$ cat config.mk
export PLATFORM = sky130hd
export DESIGN_NAME = fib_sequencer
export DESIGN_NICKNAME = d
export VERILOG_FILES = /design/src/rtl/fib_sequencer.sv
export SDC_FILE = /design/constraint.sdc
export NUM_CORES = 1
export LEC_CHECK = 0
export CAP_MARGIN = 5
export CORE_ASPECT_RATIO = 0.7
export CORE_MARGIN = 5
export CORE_UTILIZATION = 48
export DETAILED_ROUTE_END_ITERATION = 8
export PLACE_DENSITY = 0.73
export SLEW_MARGIN = 20
export SYNTH_ARGS = -nofsm -noshare
export SYNTH_HDL_FRONTEND = slang
export SYNTH_SLANG_ARGS = --single-unit
$ cat constraint.sdc
create_clock -name clk -period 5.35 [get_ports clk]
set_input_delay 1.07 -clock clk [delete_from_list [all_inputs] [get_ports clk]]
set_output_delay 1.07 -clock clk [all_outputs]
set_load 0.005 [all_outputs]
$ cat src/rtl/fib_sequencer.sv
`default_nettype none
// ============================================================================
// fib_sequencer - request front-end, engine timer and result FIFO for the
// fibonacci engine. Define FIB_SEQ_OVF_EN to add the per-entry res_ovf flag.
// Revision: 1.0
// ============================================================================
module fib_sequencer #(
  parameter int DEPTH        = 4,
  parameter int FLUSH_CYCLES = 258
) (
  input  logic        clk,
  input  logic        rst_n,
  input  logic        req_valid,
  output logic        req_ready,
  input  logic [7:0]  req_n,
  output logic        res_valid,
  input  logic        res_ready,
  output logic [31:0] res_fn,
  output logic [7:0]  res_n,
`ifdef FIB_SEQ_OVF_EN
  output logic        res_ovf,
`endif
  output logic [7:0]  fib_n,
  output logic        fib_st,
  input  logic [31:0] fib_fn,
  output logic        busy
);

  localparam int AW = $clog2(DEPTH);
  localparam int CW = AW + 1;
  localparam int FW = $clog2(FLUSH_CYCLES + 1);
  localparam logic [FW-1:0] FLUSH_LAST = FW'(FLUSH_CYCLES - 1);
  localparam logic [CW-1:0] FULL_COUNT = CW'(DEPTH);

  typedef enum logic [1:0] {
    FLUSH  = 2'd0,
    IDLE   = 2'd1,
    LAUNCH = 2'd2,
    WAIT   = 2'd3
  } state_t;

  state_t        state, state_d;
  logic [FW-1:0] flush_cnt;
  logic [7:0]    n_q;
  logic [8:0]    wait_cnt;
  logic [AW-1:0] wr_ptr, rd_ptr;
  logic [CW-1:0] count;
  logic          accept, push, pop;

  logic [31:0]   mem_fn [DEPTH];
  logic [7:0]    mem_n  [DEPTH];

  // Space is reserved at accept time, so the result push can never overflow.
  assign req_ready = (state == IDLE) && (count < FULL_COUNT);
  assign accept    = req_valid && req_ready;
  assign push      = (state == WAIT) && (wait_cnt == '0);
  assign res_valid = (count != '0);
  assign pop       = res_valid && res_ready;
  assign fib_n     = n_q;
  assign fib_st    = (state == LAUNCH);
  assign busy      = (state != IDLE);
  assign res_fn    = res_valid ? mem_fn[rd_ptr] : '0;
  assign res_n     = res_valid ? mem_n[rd_ptr]  : '0;

  always_ff @(posedge clk or negedge rst_n) begin
    if (!rst_n) state <= FLUSH;
    else        state <= state_d;
  end

  always_comb begin
    state_d = state;
    case (state)
      FLUSH:   if (flush_cnt == FLUSH_LAST) state_d = IDLE;
      IDLE:    if (accept) state_d = LAUNCH;
      LAUNCH:  state_d = WAIT;
      WAIT:    if (push) state_d = IDLE;
      default: state_d = FLUSH;
    endcase
  end

  // The engine has no done flag: fn is valid n+1 edges after st is sampled.
  always_ff @(posedge clk or negedge rst_n) begin
    if (!rst_n) begin
      flush_cnt <= '0;
      n_q       <= '0;
      wait_cnt  <= '0;
    end else begin
      if (state == FLUSH) flush_cnt <= flush_cnt + FW'(1);
      if (accept)         n_q       <= req_n;
      if (state == LAUNCH)    wait_cnt <= {1'b0, n_q} + 9'd1;
      else if (state == WAIT) wait_cnt <= wait_cnt - 9'd1;
    end
  end

  always_ff @(posedge clk or negedge rst_n) begin
    if (!rst_n) begin
      wr_ptr <= '0;
      rd_ptr <= '0;
      count  <= '0;
    end else begin
      if (push) wr_ptr <= wr_ptr + AW'(1);
      if (pop)  rd_ptr <= rd_ptr + AW'(1);
      case ({push, pop})
        2'b10:   count <= count + CW'(1);
        2'b01:   count <= count - CW'(1);
        default: count <= count;
      endcase
    end
  end

  always_ff @(posedge clk) begin
    if (push) begin
      mem_fn[wr_ptr] <= fib_fn;
      mem_n[wr_ptr]  <= n_q;
    end
  end

`ifdef FIB_SEQ_OVF_EN
  logic mem_ovf [DEPTH];

  always_ff @(posedge clk) begin
    if (push) mem_ovf[wr_ptr] <= (n_q > 8'd47);
  end

  assign res_ovf = res_valid && mem_ovf[rd_ptr];
`endif

endmodule
`default_nettype wire

==> flow_metrics.tcl, run 1 <==
set metrics [dict create \
    outcome "complete, no violations" \
    critPathKind "reg2out" \
    final_max_slew_viol_count 0 \
    drc_errors 0 \
    p_per_area_nw_per_um2 505.1 \
    die_w_um 163.3 \
    finalCritPeriodShare_pct 75.04 \
    rows 39 \
    initialDrtViolationCount 283 \
    relSlewSlack_pct 29.98 \
    viasPerCell 5.262 \
    crit_path_end_kind "output port" \
    synthSimpleGateAreaFrac_pct 7.127 \
    tritoncts "done" \
    synth_enable_flop_cells 160 \
    tns_ns 0 \
    worstMarginPinSlew_ns 1.050 \
    clk_latency_ns 0.42 \
    syn-cell-area_um2 7900 \
    dieArea_um2 19160 \
    cp.required_ns 4.28 \
    core_region_area_um2 16250 \
    p_leak_nw 3.295 \
    final_cell_count_no_fill 764 \
    syn_nets 482 \
    initial_core_util_pct 48.62 \
    post_cts_buffers 0 \
    ant_nets 0 \
    grt_pass1_vias 4340 \
    synth_top_family_by_area "multiplexers" \
    n_fill_cell 1193 \
    wl_per_cell_um 19.35 \
    hold_path_class "reg2reg" \
    grt_first_pass_wirelength_um 23590 \
    antenna_found_initial 0 \
    setup_viol 0 \
    clk_pin_slew_ns 0.07 \
    ys_top_cells_by_area "edfxtp_1 (61%), mux4_2 (11%), dfrtp_1 (11%)" \
    yosysTopAreaCell "edfxtp_1" \
    synth_fa_ha_area_share_pct 2.312 \
    ioPinCount 96 \
    diodes 0 \
    hpwl_um 8923 \
    muxShareOfSynthArea_pct 13.19 \
    synth_compound_area_share_pct 1.188 \
    wirelength_um 14780 \
    numPlacedInstances 733 \
    numCtsBuffers 17 \
    fmax_ghz 0.2491 \
    synth_area_per_cell_um2 18.63 \
    vias 4020 \
    max-vdd-ir-drop_v 0.0003519 \
    synth_seq_cells 195 \
    grt_usage_pct 16.08 \
    fin_crit_ns 4.015 \
    hold_viol 0 \
    holdBufCountCts 0 \
    netlist.area_leader.share_pct 60.82 \
    critPathMaxFanout 23 \
    syn2layout_area_growth_pct 22.85 \
    ys.flop_type "edfxtp_1" \
    cts_max_level 4 \
    fin_nets 585 \
    firstDrtPassIters 4 \
    cts.sinks 195 \
    place.gp.congestion 0.7354 \
    synthArstFlopShare_pct 17.95 \
    postSynthCellCount 424 \
    cts_buffer_depth 2 \
    overflow 0 \
    root_buffer "clkbuf_16" \
    grt_max_degree 43 \
    final_common_cell "edfxtp_1" \
    yosysSeqAreaShare_pct 71.90 \
    final_cell_mix "edfxtp_1 (160), clkdlybuf4s50_1 (95), and2_1 (41)" \
    post_route_cells_drive_above_1_share_pct 17.81 \
    cts_resized 0 \
    skew_ns 0.009877 \
    yosys_warnings 0 \
    io_buffers 95 \
    synth.distinct_cells 38 \
    critPathLaunchType "register" \
    synth_xor_area_share_pct 2.882 \
    fp.dieH_um 117.3 \
    drv_cap 0 \
    fin_util_pct 59.73 \
    rsz0062_at_grt "no" \
    cp.arrival_ns 2.94 \
]
-- metrics by stage --
stage / hold slack (ns) / setup WS (ns) / power (mW) / area [um2]
global placement: 0.4558 / 1.698 / 3.649 / 9109
detailed placement: 0.4509 / 1.690 / 3.692 / 9109
finish: 0.4605 / 1.335 / 4.902 / 9706
CTS: 0.4613 / 1.221 / 4.962 / 9701
floorplan: 0.4339 / 2.490 / 2.902 / 7900
global route: 0.5121 / 1.062 / 5.188 / 9706
-- cell usage after synthesis, types with 2 or more instances --
| master | number |
|---|---|
| nand3_1 | 3 |
| mux2i_1 | 4 |
| nand4_1 | 5 |
| and2_1 | 45 |
| xnor2_1 | 15 |
| buf_2 | 4 |
| a21oi_1 | 3 |
| o21a_1 | 2 |
| or4b_4 | 2 |
| mux4_2 | 40 |
| clkbuf_1 | 8 |
| ha_1 | 13 |
| o21ai_0 | 5 |
| and3_1 | 2 |
| o21ai_1 | 2 |
| nor2_1 | 9 |
| dfrtp_1 | 35 |
| edfxtp_1 | 160 |
| nor3_1 | 3 |
| inv_1 | 13 |
| nor4b_1 | 3 |
| xor2_1 | 11 |
| mux2_2 | 8 |
| buf_1 | 3 |
| nand2_1 | 13 |
-- sequential cells by signal (all words and copies together) (netlist names) --
register and cells:
wr_ptr 2, mem_n 32, rd_ptr 2, wait_cnt 9, count 3, fib_n 8
mem_fn 128, flush_cnt 9, state 2
-- cell type report --
class | instances | area [um2] | share of cell area (%)
well taps | 225 | 281.5 | 2.901
clock buffers | 18 | 429.2 | 4.422
clock inverters | 13 | 162.7 | 1.676
multi-input cells | 201 | 2120 | 21.84
flip-flops and latches | 195 | 5683 | 58.55
inverters | 13 | 48.80 | 0.5028
repair buffers | 99 | 980.9 | 10.11
-- final timing paths --
check                              from      endpoint  slack (ns)  cells past startpoint
min reg2reg                flush_cnt[8]  flush_cnt[8]        0.46                      1
max reg2reg                    state[1]      count[1]        2.59                      8
min                        flush_cnt[8]  flush_cnt[8]        0.46                      1
min in group asynchronous         rst_n      fib_n[1]        1.06                      2
max                           rd_ptr[0]     res_fn[3]        1.34                      4
max in group asynchronous         rst_n     rd_ptr[0]        3.92                      2
-- critical path, stage by stage, from the launching register on --
cell	delay, ns
dfrtp_2	0.87
buf_4	0.46
mux4_2	0.56
and2_1	0.18
clkdlybuf4s50_1	0.45
-- cells by family (layout without fill, tap and decap cells) --
logic type / Yosys count / after routing
xor+xnor: 26 / 26
flops: 195 / 195
buf+inv: 28 / 143
fa+ha+maj: 14 / 14
mux: 53 / 53
compound gates: 15 / 15
simple gates: 93 / 93
-- routing by layer --
| metal | vias up | track usage (%) | share of wire [%] | wire, um |
|---|---|---|---|---|
| met3 | 6 | 5.680 | 7.1 | 1044 |
| met2 | 125 | 24.43 | 47 | 6944 |
| li1 | 1826 | - | - | - |
| met5 | - | 0 | 0 | 0 |
| met4 | 0 | 2.724 | 0.43 | 64 |
| met1 | 2063 | 23.06 | 46 | 6729 |
-- power by group --
| part | internal [mW] | switching, mW | total (mW) |
|---|---|---|---|
| Sequential | 1.80 | 0.295 | 2.10 |
| Clock | 0.732 | 0.531 | 1.26 |
| Combinational | 1.00 | 0.542 | 1.54 |
(Power assumes the default switching activity.)
==> run 2, diff against run 1 <==
==> constraint.sdc (replaced) <==
create_clock -name clk -period 3.8 [get_ports clk]
set_input_delay 0.76 -clock clk [delete_from_list [all_inputs] [get_ports clk]]
set_output_delay 0.76 -clock clk [all_outputs]
set_load 0.005 [all_outputs]
==> run 2 against run 1 <==
- global-route usage rose by 0.74 points
- die area did not move
- sequential power rose by 35%
- largest power group unchanged
==> flow_metrics.tcl, run 2 (synthesized netlist as in run 1, its figures left out) <==
set metrics [dict create \
    dieArea_um2 19160 \
    root_buffer "clkbuf_16" \
    dpl_worst_slack_ns 1.050 \
    p_comb_share_pct 34.2 \
    n_fill_cell 1197 \
    rsz0062_at_grt "no" \
    max-vdd-ir-drop_v 0.0005011 \
    rows 39 \
    cts_buffer_depth 2 \
    p_sw_mw 1.999 \
    fin_nets 597 \
    core_region_area_um2 16250 \
    ioPinCount 96 \
    relSlewSlack_pct 60.63 \
    wl_per_cell_um 19.60 \
    grt_first_pass_wirelength_um 24430 \
    initial_core_util_pct 48.62 \
    fmax_ghz 0.3136 \
    cp.arrival_ns 2.43 \
    grt_usage_pct 16.83 \
    p_leak_nw 3.350 \
    vias 4102 \
    regMostFlops "mem_fn" \
    area.sequential_um2 5683 \
    clock_power_share_pct 24.3 \
    final_max_slew_viol_count 0 \
    worstMarginPinSlew_ns 0.5853 \
    final_cell_mix "edfxtp_1 (160), clkdlybuf4s50_1 (94), and2_1 (41)" \
    die_w_um 163.3 \
    finalCritPeriodShare_pct 83.92 \
    numCtsBuffers 17 \
    p_per_area_nw_per_um2 698.5 \
    hpwl_um 9965 \
    skew_ns 0.01069 \
    ant_nets 0 \
    tritoncts "done" \
    power_frac_seq_pct 41.5 \
    cts.sinks 195 \
    outcome "complete, no violations" \
    post_cts_buffers 0 \
    largest_reg_flops 128 \
    wirelength_um 15230 \
    fin_util_pct 60.07 \
    setup_viol 0 \
    drc_errors 0 \
    final_common_cell "edfxtp_1" \
    overflow 0 \
    clk_pin_slew_ns 0.07 \
    fin_crit_ns 3.189 \
    firstDrtPassIters 5 \
    syn2layout_area_growth_pct 23.55 \
    fp.dieH_um 117.3 \
    cp.required_ns 3.04 \
    initialDrtViolationCount 267 \
    diodes 0 \
    hold_viol 0 \
    antenna_found_initial 1 \
    cts_resized 0 \
    post_route_cells_drive_above_1_share_pct 19.93 \
    reg_top3 "mem_fn: 128 flops, mem_n: 32 flops" \
    drv_cap 0 \
    cell_internal_pwr_mw 4.820 \
    power_mw 6.818 \
    viasPerCell 5.279 \
    grt_pass1_vias 4343 \
    tns_ns 0 \
    crit_path_end_kind "output port" \
    multiInputGateArea_um2 2115 \
    worst_slack_ns 0.6110 \
    critPathLaunchType "register" \
    holdBufCountCts 0 \
    hold_path_class "in2async" \
    place.gp.congestion 0.7356 \
    io_buffers 95 \
    critPathMaxFanout 22 \
    swShare_pct 29.31 \
    cts_max_level 4 \
    grt_max_degree 43 \
    critPathKind "reg2out" \
    clk_latency_ns 0.43 \
]
==> run 2: routing by layer <==
| metal | global-route usage [%] | routed length (um) | vias to the layer above |
|---|---|---|---|
| met5 | 0 | 13 | - |
| met4 | 5.919 | 113 | 2 |
| met3 | 4.839 | 1221 | 13 |
| met2 | 25.10 | 7042 | 129 |
| met1 | 23.92 | 6834 | 2099 |
| li1 | - | - | 1859 |
==> run 2: metrics by stage <==
step	hold slack [ns]	std cells	instance area, um2
floorplan	0.4339	424	7900
global route	0.3681	777	9761
finish	0.3303	777	9761
detailed placement	0.4615	745	9206
global placement	0.4566	745	9211
CTS	0.3364	777	9761
==> run 2: cell type report <==
cell class / instances / area share [%]
timing repair buffer: 111 / 11.05
sequential: 195 / 58.22
multi-input combinational: 201 / 21.66
clock buffer: 18 / 4.397
inverter: 13 / 0.4999
clock inverter: 14 / 1.282
tap: 225 / 2.884
==> run 2: path summary, 6_finish.rpt <==
kind	startpoint	endpoint	slack, ns	cells past startpoint
max reg2reg	state[1]	mem_fn[0][28]	1.10	5
max in group asynchronous	rst_n	fib_n[5]	2.92	2
max	rd_ptr[0]	res_n[4]	0.61	4
min reg2reg	flush_cnt[8]	flush_cnt[8]	0.47	1
min in group clk	flush_cnt[8]	flush_cnt[8]	0.47	1
min	rst_n	wr_ptr[0]	0.33	1
==> run 2: worst max-delay path: stages, from the launching register on <==
cell and delay, ns:
dfrtp_2 0.37, buf_4 0.39, mux4_2 0.57, and2_1 0.20, clkdlybuf4s50_1 0.47
==> run 2: power by group through the flow <==
stage          registers (mW)  clock network, mW  logic (mW)
3_5_place_dp             2.88                  0        2.36
2_1_floorplan            2.75                  0        1.33
3_3_place_gp             2.86                  0        2.32
4_1_cts                  2.83               1.69        2.38
5_1_grt                  2.86               1.79        2.56
6_report                 2.83               1.66        2.33
==> run 3, diff against run 2 <==
--- a/config.mk
+++ b/config.mk
@@ -10,7 +10,7 @@
 export CORE_MARGIN = 5
 export CORE_UTILIZATION = 48
 export DETAILED_ROUTE_END_ITERATION = 8
-export PLACE_DENSITY = 0.73
+export PLACE_DENSITY = 0.76
 export SLEW_MARGIN = 20
 export SYNTH_ARGS = -nofsm -noshare
 export SYNTH_HDL_FRONTEND = slang
==> constraint.sdc (replaced) <==
create_clock -name clk -period 2.7 [get_ports clk]
set_input_delay 0.54 -clock clk [delete_from_list [all_inputs] [get_ports clk]]
set_output_delay 0.54 -clock clk [all_outputs]
set_load 0.005 [all_outputs]
==> run 3 against run 2 <==
- worst hold slack better by 0.14 ns
- utilization is 1.2 points higher
- first-iteration DRC count is 26% higher
- via count is 0.49% lower
- sequential power up 39%
- flip-flop and latch count unchanged
- sequential share of layout area down 1.2 points
- global-route usage shrank 0.40 points
- setup slack worse by 0.55 ns
- clock power rose by 34%
- clock skew down 0.0026 ns
- routed wire length fell by 0.70%
==> flow_metrics.tcl, run 3 (synthesized netlist as in run 1, its figures left out) <==
set metrics [dict create \
    outcome "complete, no violations" \
    clk_latency_ns 0.42 \
    whs_ns 0.4683 \
    final_common_cell "edfxtp_1" \
    fin_crit_ns 2.637 \
    grtUsageMet2_pct 24.64 \
    ant_nets 0 \
    cp.required_ns 2.16 \
    drv_cap 0 \
    fin_nets 612 \
    slowest_stage "mux4_2" \
    place.gp.congestion 0.7580 \
    hpwl_um 9271 \
    setup_viol 0 \
    wirelength_um 15120 \
    antenna_found_initial 0 \
    grt_pass1_vias 4334 \
    fmax_ghz 0.3793 \
    drc_errors 0 \
    n_fill_cell 1164 \
    tritoncts "done" \
    p_per_area_nw_per_um2 962.7 \
    vias 4082 \
    overflow 0 \
    cp_num_buf_inv 4 \
    hold_path.startpoint "flush_cnt[8]" \
    cp.arrival_ns 2.10 \
    skew_ns 0.008131 \
    max_stage_delay_ns 0.47 \
    r2r_cells 8 \
    grt_usage_pct 16.42 \
    rows 39 \
    area.sequential_um2 5683 \
    io_buffers 95 \
    firstDrtPassIters 4 \
    clk_pin_slew_ns 0.06 \
    final_cell_mix "edfxtp_1 (160), clkdlybuf4s50_1 (55), and2_1 (41)" \
    max-vdd-ir-drop_v 0.0006159 \
    relSlewSlack_pct 63.24 \
    rr_startpoint "state[1]" \
    wl_per_cell_um 19.12 \
    fp.dieH_um 117.3 \
    initial_core_util_pct 48.62 \
    rsz0062_at_grt "yes" \
    cts.sinks 195 \
    cts_buffer_depth 2 \
    hold_end "flush_cnt[8]" \
    r2r_setup_slack_ns 0.29 \
    p_leak_nw 3.602 \
    critPathMaxFanout 12 \
    cts_max_level 4 \
    grt_max_degree 43 \
    critPathLaunchType "register" \
    numCtsBuffers 17 \
    use_met1_pct 23.80 \
    rr_endpoint "count[1]" \
    met3_usage_pct 4.874 \
    finalCritPeriodShare_pct 97.66 \
    multiInputGateArea_um2 2115 \
    worstMarginPinSlew_ns 0.5465 \
    final_max_slew_viol_count 0 \
    initialDrtViolationCount 337 \
    regMostFlops "mem_fn" \
    crit_path_end_kind "output port" \
    post_route_cells_drive_above_1_share_pct 21.20 \
    reg_top3 "mem_fn: 128 flops, mem_n: 32 flops" \
    die_w_um 163.3 \
    largest_reg_flops 128 \
    core_region_area_um2 16250 \
    hold_viol 0 \
    fin_util_pct 61.31 \
    diodes 0 \
    grt_first_pass_wirelength_um 24080 \
    viasPerCell 5.161 \
    min_path_cells 1 \
    syn2layout_area_growth_pct 26.10 \
    busiest_layer "met2" \
    critPathKind "reg2out" \
    hold_path_class "reg2reg" \
    dieArea_um2 19160 \
    critPathTopFamily "buffers and inverters" \
    root_buffer "clkbuf_16" \
    crit_path_cell_trace "buf_6 > buf_16 > buf_8 > mux4_2 > and2_1 > dlygate4sd2_1" \
    ioPinCount 96 \
    holdBufCountCts 0 \
]
## run 3: changes by cell type in the layout (fill, tap and decap cells not counted), moves of 3 or more
cell	delta
buf_12	+5
clkdlybuf4s50_1	-39
dlygate4sd2_1	+30
dlymetal6s2s_1	+9
inv_8	-3
buf_4	+4
## run 3: worst max path at each step
stage	start	slack, ns	to	cells after the start
5_1_grt	rd_ptr[0]	-0.03	res_fn[16]	6
3_3_place_gp	rd_ptr[0]	0.33	res_fn[31]	4
6_report	rd_ptr[0]	0.06	res_n[7]	6
4_1_cts	rd_ptr[0]	-0.11	res_fn[2]	5
2_1_floorplan	state[1]	0.26	mem_fn[0][0]	4
3_5_place_dp	state[0]	0.29	count[2]	10
## run 3: report_power, final
part	leakage [nW]	total (mW)	internal [mW]	switching (mW)
Combinational	1.49	3.44	2.06	1.38
Sequential	1.87	3.92	3.58	0.348
Clock	0.245	2.23	1.18	1.05
## run 3: routing by layer
layer | part of all wire, % | vias to the layer above | wire length, um
met5 | 0 | - | 0
met4 | 1.2 | 0 | 179
met3 | 5.8 | 15 | 872
met2 | 47 | 116 | 7173
met1 | 46 | 2058 | 6895
li1 | - | 1893 | -
## run 3: worst reg2reg max path: cells and delay by family (launching register included)
kind / cells / cell delay [ns]
fa+ha+maj: 3 / 0.92
simple gates: 2 / 0.74
flops: 1 / 0.38
compound gates: 1 / 0.16
buf+inv: 2 / 0.14
## run 3: stage by stage
stage	total power, mW	setup TNS, ns	area, um2	instances	setup WS, ns
after CTS	9.570	-0.9075	9824	779	-0.1106
after floorplan	5.750	0	7905	424	0.2573
after global placement	7.298	0	9259	743	0.3272
after global routing	10.18	-0.06883	9962	791	-0.02503
final	9.590	0	9962	791	0.06322
after detailed placement	7.385	0	9259	743	0.2907
## run 3: timing repair
action                                  4_1_cts  5_1_grt
buffers inserted                              3       11
endpoints found under the setup margin       40       18
cloned                                        2        1
resized for setup                            33       14
hold endpoints to repair                      0        0
## run 3: cell type report
type                            count  share of cell area, %
Tap cell                          225                  2.826
Inverter                           13                 0.4898
Clock inverter                     12                 0.8541
Multi-Input combinational cell    201                  21.23
Sequential cell                   195                  57.05
Timing Repair Buffer              126                  13.21
Clock buffer                       19                  4.346
